## src/rtl/counter_pkg.sv

```systemverilog
// Shared defaults for the counter capture path: operand widths, queue depth and entry width.
package counter_pkg;
    localparam int BUS_WIDTH_DEF   = 8;
    localparam int WRAP_WIDTH_DEF  = 4;
    localparam int DEPTH_DEF       = 4;
    localparam int ENTRY_WIDTH_DEF = WRAP_WIDTH_DEF + BUS_WIDTH_DEF;
endpackage

```

## src/rtl/capture_fifo.sv

```systemverilog
// Synchronous FIFO: a push becomes visible on pop_data one cycle later, with no bypass.
// A push while full is refused unless a pop happens on the same edge; pop_data is zero when empty.
module capture_fifo #(
    parameter int WIDTH = 12,
    parameter int DEPTH = 4
) (
    input  logic                       clk,
    input  logic                       rst,
    input  logic                       push,
    input  logic [WIDTH-1:0]           push_data,
    input  logic                       pop,
    output logic [WIDTH-1:0]           pop_data,
    output logic                       full,
    output logic                       empty,
    output logic [$clog2(DEPTH):0]     level
);
    localparam int AW = $clog2(DEPTH);

    logic [WIDTH-1:0] mem [DEPTH];
    logic [AW-1:0]    rd_ptr;
    logic [AW-1:0]    wr_ptr;
    logic [AW:0]      count;
    logic             do_push;
    logic             do_pop;

    assign empty   = (count == '0);
    assign full    = (count == (AW+1)'(DEPTH));
    assign do_pop  = pop & ~empty;
    // A full queue still accepts a push when the head leaves on the same edge.
    assign do_push = push & (~full | do_pop);

    always_ff @(posedge clk) begin
        if (rst) begin
            rd_ptr <= '0;
            wr_ptr <= '0;
            count  <= '0;
        end else begin
            if (do_push) wr_ptr <= wr_ptr + 1'b1;
            if (do_pop)  rd_ptr <= rd_ptr + 1'b1;
            case ({do_push, do_pop})
                2'b10:   count <= count + 1'b1;
                2'b01:   count <= count - 1'b1;
                default: count <= count;
            endcase
        end
    end

    always_ff @(posedge clk) begin
        if (!rst && do_push) mem[wr_ptr] <= push_data;
    end

    assign pop_data = empty ? '0 : mem[rd_ptr];
    assign level    = count;
endmodule

```

## src/rtl/counter_capture.sv

```systemverilog
// Snapshots {wrap epoch, counter value} into a small queue; an entry appears one cycle after capture.
// Consumer pops with ready_i; captures arriving while full are dropped and flagged on sticky overflow_o.
module counter_capture
    import counter_pkg::*;
#(
    parameter int BUS_WIDTH  = BUS_WIDTH_DEF,
    parameter int WRAP_WIDTH = WRAP_WIDTH_DEF,
    parameter int DEPTH      = DEPTH_DEF
) (
    input  logic                            clk,
    input  logic                            rst_i,
    input  logic [BUS_WIDTH-1:0]            count_i,
    input  logic                            cout_i,
    input  logic                            capture_i,
    input  logic                            ready_i,
    input  logic                            clr_i,
    output logic [WRAP_WIDTH+BUS_WIDTH-1:0] data_o,
    output logic                            valid_o,
    output logic [$clog2(DEPTH):0]          level_o,
    output logic                            overflow_o
);
    localparam int EW = WRAP_WIDTH + BUS_WIDTH;

    logic [WRAP_WIDTH-1:0] wrap;
    logic                  full;
    logic                  empty;
    logic                  pop;
    logic                  drop;

    assign pop  = valid_o & ready_i;
    assign drop = capture_i & full & ~pop;

    // Epoch rolls over silently; the snapshot uses the pre-increment value.
    always_ff @(posedge clk) begin
        if (rst_i)       wrap <= '0;
        else if (cout_i) wrap <= wrap + 1'b1;
    end

    // Set wins over clear when a drop coincides with clr_i.
    always_ff @(posedge clk) begin
        if (rst_i)      overflow_o <= 1'b0;
        else if (drop)  overflow_o <= 1'b1;
        else if (clr_i) overflow_o <= 1'b0;
    end

    capture_fifo #(
        .WIDTH (EW),
        .DEPTH (DEPTH)
    ) u_fifo (
        .clk       (clk),
        .rst       (rst_i),
        .push      (capture_i),
        .push_data ({wrap, count_i}),
        .pop       (pop),
        .pop_data  (data_o),
        .full      (full),
        .empty     (empty),
        .level     (level_o)
    );

    assign valid_o = ~empty;
endmodule
```

## config.mk

```make
export PLATFORM = sky130hd
export DESIGN_NAME = counter_capture
export DESIGN_NICKNAME = d
export VERILOG_FILES = /design/src/rtl/counter_pkg.sv /design/src/rtl/capture_fifo.sv /design/src/rtl/counter_capture.sv
export SDC_FILE = /design/constraint.sdc
export NUM_CORES = 1
export LEC_CHECK = 0
export CAP_MARGIN = 20
export CELL_PAD_IN_SITES_DETAIL_PLACEMENT = 0
export CELL_PAD_IN_SITES_GLOBAL_PLACEMENT = 1
export CORE_ASPECT_RATIO = 0.75
export CORE_MARGIN = 2
export CORE_UTILIZATION = 30
export CTS_CLUSTER_DIAMETER = 100
export DETAILED_ROUTE_END_ITERATION = 12
export HOLD_SLACK_MARGIN = 0.12
export PLACE_DENSITY = 0.54
export SLEW_MARGIN = 10
export SYNTH_ARGS = -nofsm -noshare
export SYNTH_HDL_FRONTEND = slang
export SYNTH_HIERARCHICAL = 1
export SYNTH_SLANG_ARGS = --single-unit
```

## constraint.sdc

```tcl
create_clock -name clk -period 6.8 [get_ports clk]
set_clock_uncertainty 0.15 [all_clocks]
set_input_delay 1.36 -clock clk [delete_from_list [all_inputs] [get_ports clk]]
set_output_delay 1.36 -clock clk [all_outputs]
set_load 0.1 [all_outputs]
```

==> reports/metrics.yaml <==
gp_congestion: 0.697
crit_chain: "mux4_2 -> and2_1 -> clkdlybuf4s50_1"
min_period_ns: 4.43
ys_async_sr_fraction_pct: 0
synth_top_area_share_pct: 55.6
routed_via_density: 4.55
setup_viol: 0
worstPathMaxFanout: 12
rsz0062_at_grt: "false"
cp.required_ns: 5.29
cp_slowest_cell: "clkdlybuf4s50_1"
synth_top_cell_by_area: "edfxtp_1"
drc: 0
dieArea_um2: 9410
nNetsFinal: 217
ys_seq_elements: 62
cts_setup_buffers: 0
synth-edff-count: 48
cp-start-kind: "register"
die_y_um: 84.5
maxSlewHeadroom_pct: 34.8
wl_per_cell_um: 15.6
cts_sinks: 62
crit_type: "reg2out"
vias: 1409
insertion_delay_ns: 0.31
numCtsBuffers: 9
core_area_um2: 8420
layout-drive-gt1-share_pct: 15.8
grt_max_degree: 17
ys_seq_area_share_pct: 66.4
ys.flop_type: "edfxtp_1"
dpl_worst_slack_ns: 2.63
die_x_um: 111
syn_area_per_cell_um2: 15.8
wl_um: 4840
fill_cells: 783
post_dp_cell_area_um2: 2970
start_util_pct: 30.8
finalPower_mw: 1.05
postSynthCellCount: 164
hold_viol: 0
synth_fp_nets: 184
crit_arrival_ns: 2.92
cts_tree: "built"
grt_usage_pct: 11.3
dp_hpwl_um: 3110
worst_pin_slew_ns: 0.975
clock-root-buffer: "clkbuf_16"
status: "complete, no violations"
placed_cells: 294
synth_area_leaders: "edfxtp_1 56%, dfxtp_1 11%, mux4_2 10%"
fin_crit_sh_pct: 65.1
ioPinCount: 31
clk_pin_slew_ns: 0.05
first_pass_iters: 4
antenna_found_initial: 0
diodes: 0
ir_drop_v: 0.000127
synthToLayoutAreaGrowth_pct: 26.7
grt_overflow: 0
syn_area_um2: 2590
cts_resized: 0
instances_no_fill: 310
grt_pass1_vias: 1568
synth_cell_types: 35
post-route-util_pct: 39.0
cts_buffer_depth: 2
p_leak_nw: 1.10
synthTopCellsByCount: "48 x edfxtp_1, 16 x and2_1, 14 x dfxtp_1, 12 x mux4_2, 12 x nor2_1"
drt_iter0_markers: 81
port_buffers: 30
postLayoutSetupSlackWorst_ns: 2.37
max-cap-violations: 0
fmax_mhz: 226
slew_violations: 0
power-per-cell-area_nw_per_um2: 319
synth_most_common_cell: "edfxtp_1"
ys_warn_count: 6
final_area_um2: 3290
cts_hold_buf: 0
end_kind: "output pin"
crit_path_max_incr_delay_ns: 0.96
route.antenna.remaining_nets: 0
hold_path_class: "reg2reg"
hold_ws_ns: 0.382
rows: 29
grt_pass1_wl_um: 8040
h-tree-depth: 3
setup_tns_ns: 0
[routing by layer]
metal	vias to the layer above	global-route usage (%)	wire length [µm]
met5	-	0	0
met4	0	4.71	66
met3	4	3.61	157
met2	29	18.1	2360
met1	710	14.4	2260
li1	666	-	-
[state kept, by name, indices dropped and copies added, names as in the netlist, named ones only]
signal,flops
u_fifo/mem,48
wrap,4
u_fifo/level,3
u_fifo/rd_ptr,2
u_fifo/wr_ptr,2
overflow_o,1
[critical path: cells and delay by family, from the launching register on]
family / cells / cell delay, ns
buf+inv: 1 / 0.96
flops: 1 / 0.87
mux: 1 / 0.60
simple gates: 1 / 0.17
[cells by family after synthesis]
group	Yosys count	share of synthesized area, %
DFF	62	66.4
and+or+nand+nor	48	9.74
buffers and inverters	16	3.28
muxes	14	11.2
AOI/OAI and AO/OA	10	3.23
xor gates and xnor gates	8	2.99
adders and majority gates	6	3.18
[path summary, 6_finish.rpt]
check / slack [ns] / from / to / cells after the start
worst min register to register: 0.38 / wrap[3] / u_fifo/mem[1][11] / 0
worst min-delay path: 0.38 / wrap[3] / u_fifo/mem[1][11] / 0
worst max register to register: 3.34 / u_fifo/level[1] / u_fifo/level[2] / 10
worst max-delay path: 2.37 / register / data_o[10] / 3
[power by group]
group,internal [mW],leakage (nW),total [mW],switching (mW)
Clock,0.314,0.155,0.460,0.145
Combinational,0.0452,0.378,0.155,0.110
Sequential,0.422,0.562,0.433,0.0108
Total,0.782,1.10,1.05,0.266
[placed cells by master, fill, tap and decap left out, types with 2 or more instances in the layout]
cell type	Yosys	routed
mux2i_1	2	2
xor2_1	3	3
nand3_1	3	3
nand2_1	6	6
ha_1	5	5
nor2b_1	3	3
clkbuf_16	0	10
o21ai_0	2	2
dfxtp_1	14	14
edfxtp_1	48	48
and2_1	16	16
inv_1	7	7
clkinv_2	0	2
mux4_2	12	12
clkbuf_1	0	2
xnor2_1	4	4
a21oi_1	2	2
or3_1	2	2
nor2_1	12	12
clkdlybuf4s50_1	0	30
[cell type report]
class	instances	area (µm²)	share of cell area [%]
tap	108	135	4.11
clock inverter	3	40.0	1.22
sequential	62	1720	52.4
multi-input combinational	86	787	24.0
inverter	8	30.0	0.914
timing repair buffer	30	300	9.14
clock buffer	13	272	8.26
Note: power is estimated with default switching activity, not from simulation.
